## config.mk

```make
export PLATFORM = sky130hd
export DESIGN_NAME = intt_pe_pipe
export DESIGN_NICKNAME = d
export VERILOG_FILES = /design/src/rtl/intt_pe_pipe.sv
export SDC_FILE = /design/constraint.sdc
export NUM_CORES = 1
export LEC_CHECK = 0
export CORE_UTILIZATION = 28
export DETAILED_ROUTE_END_ITERATION = 10
export PLACE_DENSITY = 0.42
export SYNTH_ARGS = -nofsm -noshare
export SYNTH_HDL_FRONTEND = slang
export SYNTH_SLANG_ARGS = --single-unit
```

## constraint.sdc

```tcl
create_clock -name clk -period 25.8 [get_ports clk]
set_input_delay 7.74 -clock clk [delete_from_list [all_inputs] [get_ports clk]]
set_output_delay 7.74 -clock clk [all_outputs]
set_load 0.01 [all_outputs]
```

## src/rtl/intt_pe_pipe.sv

```systemverilog
// intt_pe_pipe
//   Three-stage Gentleman-Sande butterfly for the inverse NTT.
//   Each accepted operand set produces
//      x = (a + b) mod Q
//      y = ((a - b) * w) mod Q
//   When half=1, both results are also multiplied by 2^-1 mod Q.
//   This folds the per-stage 1/2 scaling of the INTT into the PE.
//
//   Ports
//      clk, rst_n        clock, asynchronous active-low reset
//      in_valid/ready    operand handshake (a, b, w, half, in_tag)
//      out_valid/ready   result handshake (x, y, out_tag)
//
//   Pipeline: S1 (mod add/sub) -> S2 (multiply) -> S3 (reduce, halve, output).
//   All stages advance together when the output register is empty or is
//   being drained. Bubbles are not collapsed, so a stall freezes the whole pipe.
module intt_pe_pipe #(
   parameter int unsigned Q     = 257,
   parameter int unsigned W     = 9,
   parameter int unsigned TAG_W = 8
) (
   input  logic             clk,
   input  logic             rst_n,
   input  logic             in_valid,
   output logic             in_ready,
   input  logic [W-1:0]     a,
   input  logic [W-1:0]     b,
   input  logic [W-1:0]     w,
   input  logic             half,
   input  logic [TAG_W-1:0] in_tag,
   output logic             out_valid,
   input  logic             out_ready,
   output logic [W-1:0]     x,
   output logic [W-1:0]     y,
   output logic [TAG_W-1:0] out_tag
);

   localparam logic [W:0]     QE = Q[W:0];
   localparam logic [2*W-1:0] QP = (2*W)'(Q);

   // v * 2^-1 mod Q: an odd v gets Q added first so that the shift is exact.
   function automatic logic [W-1:0] halve(input logic [W-1:0] v);
      logic [W:0] e;
      e = {1'b0, v} + (v[0] ? QE : '0);
      return W'(e >> 1);
   endfunction

   logic             adv;

   logic             v1, h1;
   logic [W-1:0]     x1, d1, w1;
   logic [TAG_W-1:0] t1;

   logic             v2, h2;
   logic [W-1:0]     x2;
   logic [2*W-1:0]   p2;
   logic [TAG_W-1:0] t2;

   logic [W:0]       s_sum, s_dif;
   logic [W-1:0]     x1_n, d1_n, r;

   assign adv      = !out_valid || out_ready;
   assign in_ready = adv;

   // Adding Q before subtracting keeps the difference non-negative
   // within W+1 bits.
   assign s_sum = {1'b0, a} + {1'b0, b};
   assign s_dif = {1'b0, a} + QE - {1'b0, b};
   assign x1_n  = W'((s_sum >= QE) ? (s_sum - QE) : s_sum);
   assign d1_n  = W'((s_dif >= QE) ? (s_dif - QE) : s_dif);

   assign r = W'(p2 % QP);

   always_ff @(posedge clk or negedge rst_n) begin
      if (!rst_n) begin
         v1        <= 1'b0;
         h1        <= 1'b0;
         x1        <= '0;
         d1        <= '0;
         w1        <= '0;
         t1        <= '0;
         v2        <= 1'b0;
         h2        <= 1'b0;
         x2        <= '0;
         p2        <= '0;
         t2        <= '0;
         out_valid <= 1'b0;
         x         <= '0;
         y         <= '0;
         out_tag   <= '0;
      end else if (adv) begin
         v1        <= in_valid;
         h1        <= half;
         x1        <= x1_n;
         d1        <= d1_n;
         w1        <= w;
         t1        <= in_tag;

         v2        <= v1;
         h2        <= h1;
         x2        <= x1;
         p2        <= {{W{1'b0}}, d1} * {{W{1'b0}}, w1};
         t2        <= t1;

         out_valid <= v2;
         x         <= h2 ? halve(x2) : x2;
         y         <= h2 ? halve(r) : r;
         out_tag   <= t2;
      end
   end

endmodule

```

---- Word-level counts from Yosys, hierarchy flattened ----
Index checks and enable logic that the tools add are counted.
operators by class
  $mul .................................... 1
  reduce and logical (&&, ||, !) cells .... 2
  add/sub/neg operators ................... 7
  divide/modulo/power cells ............... 1
  multiplexer cells ....................... 6
  magnitude comparators ................... 2
operators by type and width
  cell                                                                                   number
  9-bit 2-to-1 mux                                                                       6
  9-bit by 9-bit adder with 10-bit output                                                3
  10-bit by 9-bit greater-or-equal comparator with 1-bit output (second input constant)  2
  18-bit by 9-bit modulo with 18-bit output (second input constant)                      1
  9-bit by 9-bit multiplier with 18-bit output                                           1
  9-bit subtractor (second input constant)                                               2
  9-bit by 9-bit adder with 10-bit output (second input constant)                        1
  10-bit by 9-bit subtractor with 10-bit output                                          1
  1-bit logical NOT                                                                      1
  1-bit logical OR                                                                       1
storage, ports and cells
  register bits ........................... 101
  output and inout port bits .............. 28

---- Logic depth before layout (Yosys ltp) ----
Gate-level depths: netlist (run 1).
  word-level depth ........................ 4
  depth in mapped cells ................... 41
  gate-level depth less buffers ........... 36

---- Worst setup path after synthesis (run 1) ----
OpenSTA, ideal clock, no wires.
  kind .................................... input to output
  start ................................... in out_ready
  end ..................................... out in_ready
  data arrival time ....................... 8649 ps
  stages on the path ...................... 5
  path buffers ............................ 3
  slack ................................... 9411 ps
  path through ............................ nor2b_1 > clkbuf_1 > inv_1 > clkbuf_1 > clkbuf_1
on the way
  cells in the longest elaborated chain, start to end .. 1
ends and longest elaborated chain
  what              RTL line  text
  start, declared   32        input logic out_ready,
  1-bit logical OR  62        assign adv = !out_valid || out_ready;
  end, declared     25        output logic in_ready,
No other way between the ends.

---- Worst setup path in the final report (run 1) ----
Ends and elaborated chain as after synthesis.

==> impl_metrics.ini, run 1 <==
[cts]
cts_resized = 0
htreeDepth = 3
cts_buffers = 9
post_cts_buffers = 0
clk_latency_ns = 0.35
cts_tree = yes
ctsLongestPathBuffers = 2
cts_hold_buf = 0
cts_num_sinks = 101
clk_pin_slew_worst_paths_ns = 0.07
root_buffer = clkbuf_16

[drt]
drt-initial-drc-count = 469
postRouteAntennaNets = 0
drt_wl_total_um = 29300
drc_errors = 0
first_pass_iters = 5
vias = 9431
via_per_inst = 4.90
wl_per_cell_um = 15.3

[layout]
syn2layout_area_growth_pct = 12.8
final_nets = 1570
multiInputGateArea_um2 = 7730
final_cell_mix = 263 x nand2_1, 126 x nor2_1, 111 x inv_1, 101 x dfrtp_1, 76 x ha_1
diodes = 0
layout_commonest_cell = nand2_1
drive_gt1_frac = 0.0505
regArea_um2 = 2530
fillerInstances = 4110
final_util = 0.320
final_area_um2 = 12400

[timing]
setup_viol = 0
hold_viol = 0
relSlewSlack = 0.350
worstMarginPinSlew_ns = 0.969
fmax_ghz = 0.0566
finalCritPeriodShare = 0.685
rsz0062_at_grt = false
fin_setup_tns_ns = 0
period_minus_slack_ns = 17.68
finalMaxSlewViolations = 0
fin_skew_ns = 0.00918

[floorplan]
die_x_um = 200
rows = 72
initial_utilization = 0.283
die_y_um = 200
dieArea_um2 = 39900
core_area_um2 = 38600
io_pins = 68

[critical_path]
path_cells = clkdlybuf4s50_1 -> nor2b_4 -> buf_4 -> clkinv_2 -> clkdlybuf4s50_1
critPathSlowestCell = clkdlybuf4s50_1
cp.arrival_ns = 9.94
crit_family = buffers and inverters
critical_path_buf_inv_count = 4
crit_top_cell = clkdlybuf4s50_1
crit_required_ns = 18.06
slowest_delay_ns = 0.67
crit_path_end_kind = primary output
critPathMaxFanout = 44
crit_type = in -> out
start_kind = input port

[yosys]
synthTopCellsByArea = dfrtp_1 23%, fa_1 9.5%, nand2_1 9.0%
synth_top_cell_by_area = dfrtp_1
ys_ff_latch = 101
ys_seq_area_frac = 0.231
synth_cells = 1383
syn_area_per_cell_um2 = 7.92
synth.distinct_cells = 101
netlist_area_um2 = 10900
synth_warnings = 0
syn_nets = 1551
yosys.area.top_type_share = 0.231
synthFlopType = dfrtp_1
async_reset_ff_frac = 1.00
synth_edf_count = 0

[placement]
gp_congestion = 0.812
post_dp_cell_area_um2 = 12000
dp_hpwl_um = 23100
port_buffers = 67

[grt]
antenna_found_initial = 0
gr-total-overflow = 0
grt_start_max_net_pins = 66
grt.total_usage = 0.153
grt_first_pass_wirelength_um = 48900
grt_pass1_vias = 9271

[job]
maxCapViolations = 0

[worst_hold_path]
hp-class = reg -> reg

[run_status]
status = complete, no violations
## cells in the mapped netlist, types with 4 or more instances
cell type and number:
and2_1 42, and4_1 6, o211a_1 4, nand2_1 263
o21ai_0 58, o21ai_2 5, a21o_1 12, inv_1 112
a211oi_1 15, o21ai_1 6, o211ai_1 14, o211ai_2 5
fa_1 52, nor3_1 26, nand4_1 9, o2111ai_1 4
o21bai_1 7, a31oi_1 10, a21oi_1 70, or2_2 4
xnor2_1 55, and3_1 8, or3_1 9, mux2i_1 8
nand2b_1 17, a211o_1 6, o21a_1 7, buf_2 9
ha_1 76, nand3_1 28, nor4_1 10, dfrtp_1 101
nand3b_1 11, clkbuf_1 47, o31ai_1 12, nor2b_1 7
o31a_1 4, or4_1 6, xor2_1 18, nor2_1 126
## registers in the layout, indices dropped and copies added, names as in the netlist
signal     flops
p2            18
d1             9
w1             9
x1             9
x2             9
x              9
y              9
out_tag        8
t1             8
t2             8
h1             1
h2             1
out_valid      1
v1             1
v2             1
## kinds of logic (layout without fill, tap and decap cells)
family          Yosys count  count (layout)  share of synthesized area
compound gates          295             295                      0.192
xor+xnor                 74              74                     0.0599
fa+ha+maj               130             130                      0.184
buf+inv                 175             198                     0.0634
flops                   101             101                      0.231
mux                      11              11                     0.0104
simple gates            597             597                      0.260
## layout make-up
| class | count | area share |
|---|---|---|
| multi-input combinational | 1107 | 0.626 |
| clock inverter | 3 | 0.00557 |
| sequential | 101 | 0.205 |
| timing repair buffer | 71 | 0.0565 |
| tap | 518 | 0.0525 |
| clock buffer | 12 | 0.0208 |
| inverter | 112 | 0.0341 |
## metrics by stage
step,instances,hold slack (ns),worst slack (ns)
6_report,1924,0.463,8.12
5_1_grt,1924,0.485,7.93
4_1_cts,1924,0.469,8.03
3_5_place_dp,1909,0.452,8.04
3_3_place_gp,1909,0.446,8.06
2_1_floorplan,1383,0.430,9.41
## path summary, 6_finish.rpt
path | slack (ns) | cells past startpoint | start | end
max in group asynchronous | 17.19 | 2 | rst_n | p2[16]
hold / removal | 0.46 | 1 | v2 | out_valid
setup reg to reg | 14.41 | 34 | p2[14] | y[3]
hold reg to reg | 0.46 | 1 | v2 | out_valid
min in group asynchronous | 7.34 | 1 | rst_n | y[5]
setup / recovery | 8.12 | 5 | out_ready | in_ready
## layer usage
metal	routed length [um]	part of all wire	GRT usage	up-vias
met5	0	0	0	-
met4	268	0.0091	0.0243	0
met3	483	0.016	0.0188	16
met2	14200	0.49	0.264	79
met1	14400	0.49	0.207	4573
li1	-	-	-	4763
Power of run 1 is left out: the tool's default activity adds up to more than one toggle a clock period on the data nets, which glitch-free logic cannot reach.
==> inputs of run 2 (changes only) <==
--- a/config.mk
+++ b/config.mk
@@ -7,7 +7,7 @@
 export LEC_CHECK = 0
 export CORE_UTILIZATION = 28
 export DETAILED_ROUTE_END_ITERATION = 10
-export PLACE_DENSITY = 0.42
+export PLACE_DENSITY = 0.43
 export SYNTH_ARGS = -nofsm -noshare
 export SYNTH_HDL_FRONTEND = slang
 export SYNTH_SLANG_ARGS = --single-unit
==> constraint.sdc (replaced) <==
create_clock -name clk -period 15 [get_ports clk]
set_input_delay 4.5 -clock clk [delete_from_list [all_inputs] [get_ports clk]]
set_output_delay 4.5 -clock clk [all_outputs]
set_load 0.01 [all_outputs]
==> run 2 against run 1 <==
Die area did not move. First-iteration DRC count grew 27%. Design area is 0.34% lower. Critical path depth rose by 29.
==> impl_metrics.ini, run 2 (synthesized netlist as in run 1, its figures left out) <==
[cts]
root_buffer = clkbuf_16
cts_num_sinks = 101
htreeDepth = 3
cts_buffers = 9
cts_hold_buf = 0
clk_pin_slew_worst_paths_ns = 0.08
cts_tree = yes
clk_latency_ns = 0.37
ctsLongestPathBuffers = 2
post_cts_buffers = 0
cts_resized = 0

[timing]
fmax_ghz = 0.0911
finalCritPeriodShare = 0.732
fin_setup_tns_ns = 0
fin_skew_ns = 0.0123
worstMarginPinSlew_ns = 1.08
period_minus_slack_ns = 10.98
hold_viol = 0
holdWs_ns = 0.466
relSlewSlack = 0.279
setup_viol = 0
finalMaxSlewViolations = 0
rsz0062_at_grt = false
setup_slack_ns = 4.02

[critical_path]
crit_type = reg -> reg
rrSetupSlack_ns = 4.02
crit_top_cell = a21oi_1
crit_path_end_kind = register
crit_required_ns = 15.25
reg2reg_from = p2[14]
cp.arrival_ns = 11.23
critPathSlowestCell = nor4_2
slowest_delay_ns = 0.70
rr_endpoint = y[3]
r2r_cells = 34
start_kind = register
cp-startpoint = p2[14]
critPathMaxFanout = 13

[drt]
drt-initial-drc-count = 594
drc_errors = 0
first_pass_iters = 5
drt_wl_total_um = 29400
postRouteAntennaNets = 0
wl_per_cell_um = 15.3
via_per_inst = 4.93
vias = 9485

[grt]
grt_first_pass_wirelength_um = 48900
grtUsageMet3 = 0.0151
antenna_found_initial = 0
grt.busiest_layer = met2
grt_pass1_vias = 9143
grtUsageMet2 = 0.248
grt.total_usage = 0.153
use_met1 = 0.221
gr-total-overflow = 0
grt_start_max_net_pins = 101

[layout]
final_nets = 1570
final_cell_mix = 263 x nand2_1, 126 x nor2_1, 111 x inv_1, 101 x dfrtp_1, 76 x ha_1
top_register = p2
drive_gt1_frac = 0.0512
diodes = 0
fillerInstances = 4132
syn2layout_area_growth_pct = 12.5
largest_register_ffs = 18
layout_commonest_cell = nand2_1

[job]
maxCapViolations = 0

[worst_hold_path]
hold_start = v2
hp-class = reg -> reg
hold_end = out_valid
hold_path_depth = 1

[floorplan]
die_x_um = 200
io_pins = 68
core_area_um2 = 38600
initial_utilization = 0.283
die_y_um = 200
rows = 72
dieArea_um2 = 39900

[placement]
port_buffers = 67
gp_congestion = 0.890
pre_cts_slack_ns = 4.25
dp_hpwl_um = 22900

[run_status]
status = complete, no violations
## run 2: cell count changes in the layout (fill, tap and decap cells not counted)
| cell | delta |
|---|---|
| bufinv_16 | -2 |
| clkbuf_8 | -2 |
| clkinv_2 | +1 |
| clkinv_4 | +1 |
| inv_6 | +1 |
| inv_8 | +2 |
## run 2: metrics by stage
step	utilization	area, um^2	instances
2_1_floorplan	-	10900	1383
3_3_place_gp	0.311	12000	1909
3_5_place_dp	0.311	12000	1909
4_1_cts	0.319	12300	1925
5_1_grt	0.319	12300	1925
6_report	0.319	12300	1925
## run 2: cell type report
class	count	area, um^2	share of cell area
tap	518	648	0.0526
clock inverter	6	53.8	0.00437
multi-input combinational	1107	7730	0.628
inverter	112	422	0.0342
clock buffer	10	229	0.0186
sequential	101	2530	0.205
timing repair buffer	71	698	0.0567
## run 2: per-layer routing
metal	share of wire	vias to the layer above	wire length (um)
li1	-	4775	-
met1	0.51	4566	14900
met2	0.46	125	13600
met3	0.021	19	610
met4	0.011	0	318
met5	0	-	0
## run 2: worst max-delay path by stage
stage / slack, ns / endpoint
floorplan: 5.09 / in_ready
global placement: 4.23 / in_ready
global route: 3.14 / y[3]
finish: 4.02 / y[3]
detailed placement: 4.25 / y[3]
CTS: 4.20 / y[3]
## run 2: critical path, delay by kind of cell, from the launching register on
kind | cells | cell delay, ns
and+or+nand+nor | 14 | 4.78
DFF | 1 | 0.55
adders and majority gates | 3 | 0.77
AOI/OAI and AO/OA | 13 | 3.25
xor gates and xnor gates | 2 | 0.47
muxes | 2 | 1.05
Power of run 2 is left out for the same reason.
